`src/rtl/gfx_pkg.sv`:
```
// Shared graphics definitions for the sprite blitter: screen/sheet geometry,
// pixel and coordinate types, blitter FSM states and clipping helpers.
package gfx_pkg;

    localparam int FB_W     = 640;
    localparam int FB_H     = 480;
    localparam int FB_AW    = 19;
    localparam int SHEET_W  = 353;
    localparam int SHEET_AW = 14;

    localparam logic signed [11:0] FB_W_S = 12'sd640;
    localparam logic signed [11:0] FB_H_S = 12'sd480;

    typedef logic [3:0]         pix_idx_t;
    typedef logic signed [10:0] scr_coord_t;

    typedef enum logic [1:0] {
        ST_IDLE  = 2'd0,
        ST_RUN   = 2'd1,
        ST_DRAIN = 2'd2,
        ST_DONE  = 2'd3
    } blit_state_t;

    function automatic logic in_screen(input logic signed [11:0] px,
                                       input logic signed [11:0] py);
        return (px >= 12'sd0) && (px < FB_W_S) && (py >= 12'sd0) && (py < FB_H_S);
    endfunction

    // Only meaningful for on-screen coordinates, so the low 10 bits suffice.
    function automatic logic [FB_AW-1:0] fb_lin(input logic [9:0] px,
                                                 input logic [9:0] py);
        return {9'd0, py} * 19'd640 + {9'd0, px};
    endfunction

endpackage

```
`src/rtl/blit_addr_gen.sv`:
```
// Column/row walker for one blit: produces the sheet ROM address and the
// signed screen destination of the current pixel, plus a last-pixel flag.
module blit_addr_gen
    import gfx_pkg::*;
(
    input  logic                  clk,
    input  logic                  rst_n,
    input  logic                  clear,
    input  logic                  advance,
    input  logic [8:0]            src_x,
    input  logic [6:0]            src_y,
    input  logic [6:0]            spr_w,
    input  logic [6:0]            spr_h,
    input  scr_coord_t            dst_x,
    input  scr_coord_t            dst_y,
    output logic [SHEET_AW-1:0]   rom_addr,
    output logic signed [11:0]    px,
    output logic signed [11:0]    py,
    output logic                  last
);

    logic [6:0]  col_q, col_d;
    logic [6:0]  row_q, row_d;
    logic        col_wrap_s;
    logic [17:0] sheet_lin_s;

    assign col_wrap_s  = (col_q == spr_w - 7'd1);
    assign last        = col_wrap_s && (row_q == spr_h - 7'd1);
    assign sheet_lin_s = ({11'd0, src_y} + {11'd0, row_q}) * 18'd353
                       + {9'd0, src_x} + {11'd0, col_q};
    assign rom_addr    = sheet_lin_s[SHEET_AW-1:0];
    assign px          = {dst_x[10], dst_x} + {5'd0, col_q};
    assign py          = {dst_y[10], dst_y} + {5'd0, row_q};

    // Raster-order counter stepping.
    always_comb begin
        col_d = col_q;
        row_d = row_q;
        if (clear) begin
            col_d = 7'd0;
            row_d = 7'd0;
        end else if (advance) begin
            if (col_wrap_s) begin
                col_d = 7'd0;
                row_d = row_q + 7'd1;
            end else begin
                col_d = col_q + 7'd1;
            end
        end else begin
            col_d = col_q;
        end
    end

    // Counter registers.
    always_ff @(posedge clk or negedge rst_n) begin
        if (!rst_n) begin
            col_q <= 7'd0;
            row_q <= 7'd0;
        end else begin
            col_q <= col_d;
            row_q <= row_d;
        end
    end

endmodule

```
`src/rtl/sprite_blitter.sv`:
```
// Copies a sprite rectangle from the sheet ROM into the framebuffer, one pixel
// per clock, skipping transparent and off-screen pixels.
module sprite_blitter
    import gfx_pkg::*;
#(
    parameter pix_idx_t TRANSP_IDX = 4'd0
)(
    input  logic                vga_clk,
    input  logic                reset_n,
    input  logic                start,
    input  logic [8:0]          src_x,
    input  logic [6:0]          src_y,
    input  logic [6:0]          spr_w,
    input  logic [6:0]          spr_h,
    input  scr_coord_t          dst_x,
    input  scr_coord_t          dst_y,
    output logic                busy,
    output logic                done,
    output logic [SHEET_AW-1:0] rom_addr,
    input  pix_idx_t            rom_q,
    output logic [FB_AW-1:0]    fb_addr,
    output pix_idx_t            fb_data,
    output logic                fb_we
);

    blit_state_t state_q, state_d;
    logic        busy_q, busy_d;
    logic        done_q, done_d;
    logic [8:0]  src_x_q, src_x_d;
    logic [6:0]  src_y_q, src_y_d;
    logic [6:0]  spr_w_q, spr_w_d;
    logic [6:0]  spr_h_q, spr_h_d;
    scr_coord_t  dst_x_q, dst_x_d;
    scr_coord_t  dst_y_q, dst_y_d;

    logic                s0_valid_q, s0_valid_d;
    logic signed [11:0]  s0_px_q, s0_px_d;
    logic signed [11:0]  s0_py_q, s0_py_d;
    logic                fb_we_q, fb_we_d;
    logic [FB_AW-1:0]    fb_addr_q, fb_addr_d;
    pix_idx_t            fb_data_q, fb_data_d;

    logic               latch_s;
    logic               advance_s;
    logic               last_s;
    logic signed [11:0] ag_px_s;
    logic signed [11:0] ag_py_s;

    blit_addr_gen u_addr_gen (
        .clk      (vga_clk),
        .rst_n    (reset_n),
        .clear    (latch_s),
        .advance  (advance_s),
        .src_x    (src_x_q),
        .src_y    (src_y_q),
        .spr_w    (spr_w_q),
        .spr_h    (spr_h_q),
        .dst_x    (dst_x_q),
        .dst_y    (dst_y_q),
        .rom_addr (rom_addr),
        .px       (ag_px_s),
        .py       (ag_py_s),
        .last     (last_s)
    );

    // Blit sequencing: next state and per-state controls.
    always_comb begin
        state_d    = state_q;
        latch_s    = 1'b0;
        advance_s  = 1'b0;
        s0_valid_d = 1'b0;
        case (state_q)
            ST_IDLE: begin
                if (start) begin
                    latch_s = 1'b1;
                    if ((spr_w == 7'd0) || (spr_h == 7'd0)) begin
                        state_d = ST_DONE;
                    end else begin
                        state_d = ST_RUN;
                    end
                end else begin
                    state_d = ST_IDLE;
                end
            end
            ST_RUN: begin
                advance_s  = 1'b1;
                s0_valid_d = 1'b1;
                if (last_s) begin
                    state_d = ST_DRAIN;
                end else begin
                    state_d = ST_RUN;
                end
            end
            ST_DRAIN: state_d = ST_DONE;
            ST_DONE:  state_d = ST_IDLE;
            default:  state_d = ST_IDLE;
        endcase
        busy_d = (state_d != ST_IDLE);
        done_d = (state_d == ST_DONE);
    end

    // Parameter capture; held for the whole blit so a stray start is harmless.
    always_comb begin
        if (latch_s) begin
            src_x_d = src_x;
            src_y_d = src_y;
            spr_w_d = spr_w;
            spr_h_d = spr_h;
            dst_x_d = dst_x;
            dst_y_d = dst_y;
        end else begin
            src_x_d = src_x_q;
            src_y_d = src_y_q;
            spr_w_d = spr_w_q;
            spr_h_d = spr_h_q;
            dst_x_d = dst_x_q;
            dst_y_d = dst_y_q;
        end
    end

    // Write stage: rom_q arrives alongside the stage-0 destination of the same pixel.
    always_comb begin
        s0_px_d = ag_px_s;
        s0_py_d = ag_py_s;
        fb_we_d = s0_valid_q && (rom_q != TRANSP_IDX) && in_screen(s0_px_q, s0_py_q);
        if (fb_we_d) begin
            fb_addr_d = fb_lin(s0_px_q[9:0], s0_py_q[9:0]);
            fb_data_d = rom_q;
        end else begin
            fb_addr_d = fb_addr_q;
            fb_data_d = fb_data_q;
        end
    end

    // All state and output registers.
    always_ff @(posedge vga_clk or negedge reset_n) begin
        if (!reset_n) begin
            state_q    <= ST_IDLE;
            busy_q     <= 1'b0;
            done_q     <= 1'b0;
            src_x_q    <= 9'd0;
            src_y_q    <= 7'd0;
            spr_w_q    <= 7'd0;
            spr_h_q    <= 7'd0;
            dst_x_q    <= 11'sd0;
            dst_y_q    <= 11'sd0;
            s0_valid_q <= 1'b0;
            s0_px_q    <= 12'sd0;
            s0_py_q    <= 12'sd0;
            fb_we_q    <= 1'b0;
            fb_addr_q  <= 19'd0;
            fb_data_q  <= 4'd0;
        end else begin
            state_q    <= state_d;
            busy_q     <= busy_d;
            done_q     <= done_d;
            src_x_q    <= src_x_d;
            src_y_q    <= src_y_d;
            spr_w_q    <= spr_w_d;
            spr_h_q    <= spr_h_d;
            dst_x_q    <= dst_x_d;
            dst_y_q    <= dst_y_d;
            s0_valid_q <= s0_valid_d;
            s0_px_q    <= s0_px_d;
            s0_py_q    <= s0_py_d;
            fb_we_q    <= fb_we_d;
            fb_addr_q  <= fb_addr_d;
            fb_data_q  <= fb_data_d;
        end
    end

    assign busy    = busy_q;
    assign done    = done_q;
    assign fb_we   = fb_we_q;
    assign fb_addr = fb_addr_q;
    assign fb_data = fb_data_q;

endmodule

```
`config.mk`:
```
export PLATFORM = sky130hd
export DESIGN_NAME = sprite_blitter
export DESIGN_NICKNAME = d
export VERILOG_FILES = /design/src/rtl/gfx_pkg.sv /design/src/rtl/blit_addr_gen.sv /design/src/rtl/sprite_blitter.sv
export SDC_FILE = /design/constraint.sdc
export NUM_CORES = 1
export LEC_CHECK = 0
export CORE_UTILIZATION = 65
export CTS_CLUSTER_DIAMETER = 30
export DETAILED_ROUTE_END_ITERATION = 6
export DONT_BUFFER_PORTS = 1
export MAX_ROUTING_LAYER = met4
export PLACE_DENSITY = 0.86
export SLEW_MARGIN = 20
export SYNTH_ARGS = -nofsm -noshare
export SYNTH_HDL_FRONTEND = slang
export SYNTH_SLANG_ARGS = --single-unit
export TNS_END_PERCENT = 1
```
`constraint.sdc`:
```
create_clock -name vga_clk -period 5.5 [get_ports vga_clk]
set_clock_uncertainty 0.1 [all_clocks]
set_input_delay 0 -clock vga_clk [delete_from_list [all_inputs] [get_ports vga_clk]]
set_output_delay 0 -clock vga_clk [all_outputs]
set_load 0.05 [all_outputs]
```
Word level (Yosys, flattened, before mapping)
Cells that the tools add are included.
{"block": "classes", "n_addsub": 10, "magnitude_cmp": 4, "n_eq_ne": 6, "n_mux": 13, "n_mul": 2, "n_reduce_logical": 15}
{"operator": "7-bit two-way mux", "count": 6}
{"operator": "11-bit by 8-bit adder with 12-bit output", "count": 2}
{"operator": "12-bit by 1-bit >= comparator with 1-bit output (second input constant)", "count": 2}
{"operator": "19-bit by 10-bit adder with 19-bit output", "count": 1}
{"operator": "18-bit by 9-bit multiplier with 14-bit output (second input constant)", "count": 1}
{"operator": "14-bit by 7-bit adder with 14-bit output", "count": 1}
{"operator": "14-bit by 9-bit adder with 14-bit output", "count": 1}
{"operator": "7-bit by 1-bit adder with 7-bit output (second input constant)", "count": 2}
{"operator": "7-bit equality test", "count": 2}
{"operator": "7-bit zero test", "count": 2}
{"operator": "7-bit by 1-bit subtractor with 7-bit output (second input constant)", "count": 2}
{"operator": "12-bit by 10-bit < comparator with 1-bit output (second input constant)", "count": 1}
{"operator": "12-bit by 11-bit < comparator with 1-bit output (second input constant)", "count": 1}
{"operator": "10-bit by 3-bit multiplier with 12-bit output (second input constant)", "count": 1}
{"operator": "7-bit by 7-bit adder with 8-bit output", "count": 1}
{"operator": "2-bit one-hot mux with 4 select lines", "count": 1}
{"operator": "2-bit equality test (second input constant)", "count": 3}
{"operator": "1-bit logical AND", "count": 6}
{"operator": "2-bit two-way mux", "count": 3}
{"operator": "2-bit nonzero test", "count": 3}
{"operator": "4-bit nonzero test", "count": 1}
{"operator": "1-bit two-way mux", "count": 3}
{"operator": "2-bit by 1-bit equality test with 1-bit output (second input constant)", "count": 1}
{"operator": "2-bit zero test", "count": 1}
{"operator": "other kinds (2)", "count": 2}
{"block": "word_totals", "regBits": 119, "inputBits": 59, "word_cells": 67, "out_inout_bits": 40}

Depth between registers and ports, before layout
Gate-level depths: netlist of run 1.
{"block": "logic_depth", "word_depth": 6, "ltp_mapped": 19, "depth_no_buf": 19}

Cells and area by module
Synthesis of run 1 repeated with hierarchy kept, for this count alone.
{"block": "hier_totals", "hier_cells": 701, "hier_area_um2": 7827.5}
{"module": "sprite_blitter", "instances": 1, "seq_area_each_um2": 2627.5, "area_each_um2": 4340.4, "cells_per_inst": 304}
{"module": "blit_addr_gen", "instances": 1, "seq_area_each_um2": 350.3, "area_each_um2": 3487.1, "cells_per_inst": 397}

Worst setup path after synthesis of run 1
No wires, ideal clock.
{"block": "synth_timing", "path_kind": "reg-to-output", "from": "register u_addr_gen.row_q[0]", "to": "output rom_addr[8]", "n_path_buf": 0, "arrival_time_ns": 5.033, "required_time_ns": 5.400, "slack_ns": 0.367, "stages_incl_launch_ff": 16, "cell_sequence": "dfrtp_1 > ha_1 > fa_1 > ha_1 > ha_1 > ha_1 > inv_1 > fa_1 > inv_1 > fa_1 > ha_1 > a21oi_1 > o21bai_1 > a2111oi_0 > nor2_1 > xnor2_1"}
{"block": "synth_via", "elab_chain_len": 4}
{"item": "start: declaration", "line_no": "blit_addr_gen.sv:23", "rtl": "logic [6:0] row_q, row_d;"}
{"item": "start signal: assignment", "line_no": "blit_addr_gen.sv:61", "rtl": "row_q <= row_d;"}
{"item": "7-bit by 7-bit adder with 8-bit output", "line_no": "blit_addr_gen.sv:29", "rtl": "assign sheet_lin_s = ({11'd0, src_y} + {11'd0, row_q}) * 18'd353"}
{"item": "18-bit by 9-bit multiplier with 14-bit output", "line_no": "blit_addr_gen.sv:29"}
{"item": "14-bit by 9-bit adder with 14-bit output", "line_no": "blit_addr_gen.sv:30", "rtl": "+ {9'd0, src_x} + {11'd0, col_q};"}
{"item": "14-bit by 7-bit adder with 14-bit output", "line_no": "blit_addr_gen.sv:30"}
{"item": "end: declaration", "line_no": "sprite_blitter.sv:19", "rtl": "output logic [SHEET_AW-1:0] rom_addr,"}
No other way between the ends.

Worst setup path in the final report of run 1
{"block": "layout_timing", "from": "register u_addr_gen.row_q[0]", "to": "output rom_addr[13]"}
Same word-level chain as after synthesis.

==> flow_metrics.env, run 1 <==
export IMPL_outcome="finished with violations"
export IMPL_violations="design-rule violations"
export IMPL_critPathCaptureType="output pin"
export IMPL_drt_total_wl_mm=20.7
export IMPL_max_freq_ghz=0.187
export IMPL_hold_viol_final=0
export IMPL_fin_crit_sh_pct=97.5
export IMPL_dr_pass1_iters=7
export IMPL_area_growth_pct=21.4
export IMPL_wire_per_inst_um=19.1
export IMPL_critPathLaunch="u_addr_gen.row_q[0]$_DFFE_PN0P_"
export IMPL_die_w_um=112
export IMPL_synthDistinctLibCells=51
export IMPL_drive_gt1_share_pct=7.86
export IMPL_crit_arrival_ns=5.26
export IMPL_drv_slew=0
export IMPL_fin_crit_ns=5.36
export IMPL_worstPathMaxFanout=7
export IMPL_synth_edf_count=0
export IMPL_io_pins=99
export IMPL_dieHeight_um=112
export IMPL_fin_nets=1105
export IMPL_synth_fp_nets=1026
export IMPL_cts_tree="yes"
export IMPL_via_count=6651
export IMPL_pre_cts_ws_ns=0.399
export IMPL_tightest_slew_ns=0.853
export IMPL_grt_pass1_vias=6899
export IMPL_whs_path_depth=4
export IMPL_cts_inserted_buffers=17
export IMPL_ys_ff_latch=119
export IMPL_setup_violations=0
export IMPL_globalplace_congestion=0.846
export IMPL_ys_warn_count=0
export IMPL_fp_dieArea_um2=12400
export IMPL_synth_common_cells="nand2_1 (211), dfrtp_1 (119), ha_1 (98)"
export IMPL_setup_ws_ns=0.139
export IMPL_crit_type="flip-flop to output pin"
export IMPL_yosysTopAreaCellShare_pct=38.2
export IMPL_ys_flop_type="dfrtp_1"
export IMPL_drcViolationCount=14
export IMPL_hp_class="primary input to flip-flop"
export IMPL_crit_path_start_kind="flip-flop"
export IMPL_grt_ovfl_total=0
export IMPL_r2r_cells=11
export IMPL_grt_max_degree=120
export IMPL_via_per_inst=6.13
export IMPL_synthCells=849
export IMPL_r2r_start="s0_py_q[1]$_DFF_PN0_"
export IMPL_hpwl_mm=13.1
export IMPL_max_slew_margin_pct=42.8
export IMPL_ys_async_sr_fraction_pct=100
export IMPL_fin_util_pct=81.8
export IMPL_grt_pass1_wl_mm=34.1
export IMPL_core_area_um2=11600
export IMPL_clk_pin_slew_worst_paths_ns=0.06
export IMPL_clockBufferDepth=2
export IMPL_drtIter0Drc=687
export IMPL_seq_area_frac_synth_pct=38.2
export IMPL_io_buffers=0
export IMPL_yosysMostFrequentCell="nand2_1"
export IMPL_rows=39
export IMPL_synth_area_per_cell_um2=9.19
export IMPL_ant_nets=0
export IMPL_clk_latency_ns=0.42
export IMPL_synth_area_um2=7800
export IMPL_rrSetupSlack_ns=2.30
export IMPL_drv_cap=0
export IMPL_start_util_pct=67.4
export IMPL_yosysTopAreaCell="dfrtp_1"
export IMPL_grt_usage_pct=36.3
export IMPL_cts_root_buf="clkbuf_16"
export IMPL_crit_required_ns=5.40
export IMPL_yosys_top_cells_area="dfrtp_1 (38%), ha_1 (16%), nand2_1 (10%)"
export IMPL_clock_sinks=119
export IMPL_antenna_found_initial=1
export IMPL_cts_max_level=4
export IMPL_hp_start="start"
-- timing repair --
item | in CTS | in global routing
pin swaps | 0 | 4
resized for setup | 4 | 14
setup buffers | 0 | 3
hold buffers | 59 | 0
endpoints found under the hold margin | 180 | 0
endpoints found under the setup margin | 2 | 6
-- final cells by class --
class	count	area (um^2)
tap	143	179
clock inverter	12	269
timing repair buffer	78	751
sequential	119	2980
inverter	62	233
multi-input combinational	650	4590
clock buffer	20	457
fill	650	2100
antenna	1	2.50
-- placed cells by master (no fill, tap or decap), drive strengths merged, types with 8 or more instances in the layout --
cell type / count
o21ai: 40
bufinv: 8
clkbuf: 20
nand3: 14
fa: 20
xor2: 21
nor2: 37
inv: 63
a21o: 11
nand2b: 9
buf: 20
xnor2: 50
nor3: 14
or3: 10
dlygate4sd3: 58
dfrtp: 119
nand2: 211
ha: 98
a21oi: 33
-- cell families after synthesis --
group           share of synthesized area, %
compound gates                          10.4
xor+xnor                                7.97
fa+ha+maj                               20.9
buf+inv                                 3.95
flops                                   38.2
mux                                    0.273
simple gates                            18.4
-- critical path: stages, from the launching register on --
cell	delay, ns
dfrtp_2	0.45
ha_2	0.23
fa_2	0.40
a21o_1	0.18
a21oi_1	0.23
o21bai_1	0.11
a21oi_2	0.18
xnor2_2	0.11
ha_1	0.29
inv_1	0.05
fa_1	0.51
inv_1	0.05
ha_1	0.29
ha_1	0.30
ha_1	0.29
ha_1	0.34
nand2_1	0.09
o21ai_0	0.08
a211oi_1	0.28
xnor2_1	0.16
buf_4	0.22
-- layer usage --
| layer | share of wire [%] | up-vias | track usage (%) | wire length [um] |
|---|---|---|---|---|
| li1 | - | 3021 | - | - |
| met5 | 0 | - | - | 0 |
| met4 | 4.9 | 0 | 17.7 | 1020 |
| met1 | 38 | 3203 | 40.7 | 7810 |
| met3 | 5.7 | 103 | 7.40 | 1190 |
| met2 | 52 | 324 | 62.1 | 10700 |
-- final timing paths --
path                                                   endpoint
max in group asynchronous       u_addr_gen.row_q[1]$_DFFE_PN0P_
worst min-delay path                     dst_x_q[0]$_DFFE_PN0P_
worst max register to register          fb_addr[18]$_DFFE_PN0P_
min in group asynchronous               fb_addr[16]$_DFFE_PN0P_
worst max-delay path                               rom_addr[13]
worst min register to register           fb_addr[4]$_DFFE_PN0P_
-- metrics by stage --
| stage | instance area [um^2] | setup TNS, ns | hold WS, ns | cells |
|---|---|---|---|---|
| 6_report | 9470 | 0 | 0.0185 | 1085 |
| 5_1_grt | 9470 | -0.0527 | 0.0413 | 1085 |
| 4_1_cts | 9370 | 0 | 0.0164 | 1081 |
| 3_5_place_dp | 8030 | 0 | -0.393 | 990 |
| 3_3_place_gp | 8030 | 0 | -0.392 | 990 |
| 2_1_floorplan | 7800 | 0 | -0.396 | 849 |
-- registers in the layout, summed over array words and instances, names as in the netlist, 2 cells and up --
register and cells:
spr_w_q 7, fb_data 4, dst_x_q 11, u_addr_gen.col_q 7, state_q 2, u_addr_gen.row_q 7, s0_px_q 12, src_y_q 7
s0_py_q 12, dst_y_q 11, fb_addr 19, spr_h_q 7, src_x_q 9
Power of run 1 is left out: the tool's default activity adds up to more than one toggle a clock period on the data nets, which glitch-free logic cannot reach.
==> run 2, diff against run 1 <==
--- a/config.mk
+++ b/config.mk
@@ -5,6 +5,7 @@
 export SDC_FILE = /design/constraint.sdc
 export NUM_CORES = 1
 export LEC_CHECK = 0
+export CORE_ASPECT_RATIO = 1.2
 export CORE_UTILIZATION = 65
 export CTS_CLUSTER_DIAMETER = 30
 export DETAILED_ROUTE_END_ITERATION = 6
==> flow_metrics.env, run 2 (synthesis gave the netlist of run 1 again) <==
export IMPL_globalplace_congestion=0.860
export IMPL_crit_buf_inv=3
export IMPL_dr_pass1_iters=7
export IMPL_hp_class="primary input to flip-flop"
export IMPL_drv_cap=0
export IMPL_crit_type="flip-flop to output pin"
export IMPL_setup_ws_ns=-0.0105
export IMPL_fin_crit_ns=5.51
export IMPL_hp_start="start"
export IMPL_setup_tns_ns=-0.0105
export IMPL_drtIter0Drc=489
export IMPL_wl_met2_mm=10.9
export IMPL_grt_usage_pct=35.9
export IMPL_hold_viol_final=0
export IMPL_drt_total_wl_mm=20.9
export IMPL_critPathCaptureType="output pin"
export IMPL_tightest_slew_ns=0.855
export IMPL_crit_path_max_incr_delay_ns=0.50
export IMPL_fp_dieArea_um2=12400
export IMPL_wire_per_inst_um=19.0
export IMPL_start_util_pct=67.1
export IMPL_slowest_stage="fa_1"
export IMPL_fin_crit_sh_pct=100
export IMPL_fin_nets=1107
export IMPL_max_slew_margin_pct=41.5
export IMPL_drcViolationCount=0
export IMPL_cp_top_family="adder cells"
export IMPL_cts_max_level=4
export IMPL_antenna_found_initial=0
export IMPL_drive_gt1_share_pct=8.81
export IMPL_clockBufferDepth=2
export IMPL_cts_root_buf="clkbuf_16"
export IMPL_dp_cells=1003
export IMPL_die_w_um=102
export IMPL_via_count=6700
export IMPL_setup_violations=1
export IMPL_violations="negative setup slack"
export IMPL_cts_tree="yes"
export IMPL_wl_met3_mm=1.39
export IMPL_clk_latency_ns=0.42
export IMPL_wl_met1_mm=7.47
export IMPL_n_antenna_cell=0
export IMPL_max_freq_ghz=0.181
export IMPL_path_cells="ha_2, fa_2, a21o_1, a21oi_2, o21bai_1, a21oi_2, xnor2_2, ha_1, inv_1, fa_1, inv_1, ha_1, ha_1, ha_1, ha_4, nand2_1, nor2_1, a211oi_2, xnor2_1, buf_4"
export IMPL_fin_cells=1099
export IMPL_routed_top_layer="met4"
export IMPL_rows=43
export IMPL_outcome="finished with violations"
export IMPL_cts_inserted_buffers=17
export IMPL_final_common_cell="nand2_1"
export IMPL_r2r_start="spr_w_q[0]$_DFFE_PN0P_"
export IMPL_core_area_um2=11600
export IMPL_ant_nets=0
export IMPL_grt_pass1_vias=7056
export IMPL_grt_max_degree=120
export IMPL_crit_arrival_ns=5.41
export IMPL_path_common_cell="ha_1"
export IMPL_drv_slew=0
export IMPL_io_buffers=0
export IMPL_via_per_inst=6.10
export IMPL_crit_path_start_kind="flip-flop"
export IMPL_critPathLaunch="u_addr_gen.row_q[0]$_DFFE_PN0P_"
export IMPL_largest_reg_flops=19
export IMPL_clock_sinks=119
export IMPL_fillers=662
export IMPL_worstPathMaxFanout=5
export IMPL_dieHeight_um=122
export IMPL_hold_slack_ns=0.0145
export IMPL_hpwl_mm=12.8
export IMPL_area_growth_pct=20.1
export IMPL_io_pins=99
export IMPL_final_cell_mix="nand2_1 (211), dfrtp_1 (116), ha_1 (95)"
export IMPL_grt_pass1_wl_mm=32.7
export IMPL_grt_ovfl_total=0
export IMPL_pre_cts_ws_ns=0.316
export IMPL_clk_pin_slew_worst_paths_ns=0.06
export IMPL_crit_required_ns=5.40
==> run 2: area by class of cell <==
type,instances,area [um^2],share of cell area (%)
multi-input cells,650,4630,49.4
flip-flops and latches,119,2980,31.8
repair buffers,80,766,8.18
clock buffers,20,457,4.88
inverters,62,233,2.49
well taps,157,196,2.10
clock inverters,11,101,1.08
==> run 2: layer usage <==
metal | global-route usage [%] | vias up
li1 | - | 3026
met1 | 36.7 | 3232
met2 | 61.5 | 335
met3 | 9.52 | 107
met4 | 21.1 | 0
met5 | - | -
==> run 2: path summary, 6_finish.rpt <==
check	end	slack (ns)	cells past startpoint
worst max-delay path	rom_addr[13]	-0.01	20
worst min-delay path	dst_x_q[2]$_DFFE_PN0P_	0.01	4
worst max register to register	state_q[0]$_DFF_PN0_	2.20	9
worst min register to register	fb_addr[5]$_DFFE_PN0P_	0.35	2
max in group asynchronous	u_addr_gen.row_q[2]$_DFFE_PN0P_	4.72	2
min in group asynchronous	fb_addr[1]$_DFFE_PN0P_	0.06	2
==> run 2: timing repair <==
| action | 4_1_cts | 5_1_grt |
|---|---|---|
| endpoints found under the setup margin | 3 | 6 |
| pin swaps | 0 | 6 |
| buffers inserted | 0 | 6 |
| gates resized for setup | 6 | 21 |
| hold buffers | 59 | 0 |
| endpoints found under the hold margin | 186 | 0 |
==> run 2: worst register-to-register path, delay by kind of cell (launching register included) <==
family                   cells  cell delay [ns]
AO/OA/AOI/OAI                4             1.71
adder cells (fa/ha/maj)      1             0.30
buffers and inverters        1             0.09
flip-flops                   1             0.45
AND/OR/NAND/NOR              3             0.50
==> run 2: through the flow <==
step / cell area [um^2] / utilization (%)
after floorplan: 7800 / -
after global placement: 8040 / 69.2
after detailed placement: 8040 / 69.2
after CTS: 9230 / 79.4
after global routing: 9360 / 80.6
final: 9360 / 80.6
Power of run 2 is left out for the same reason.
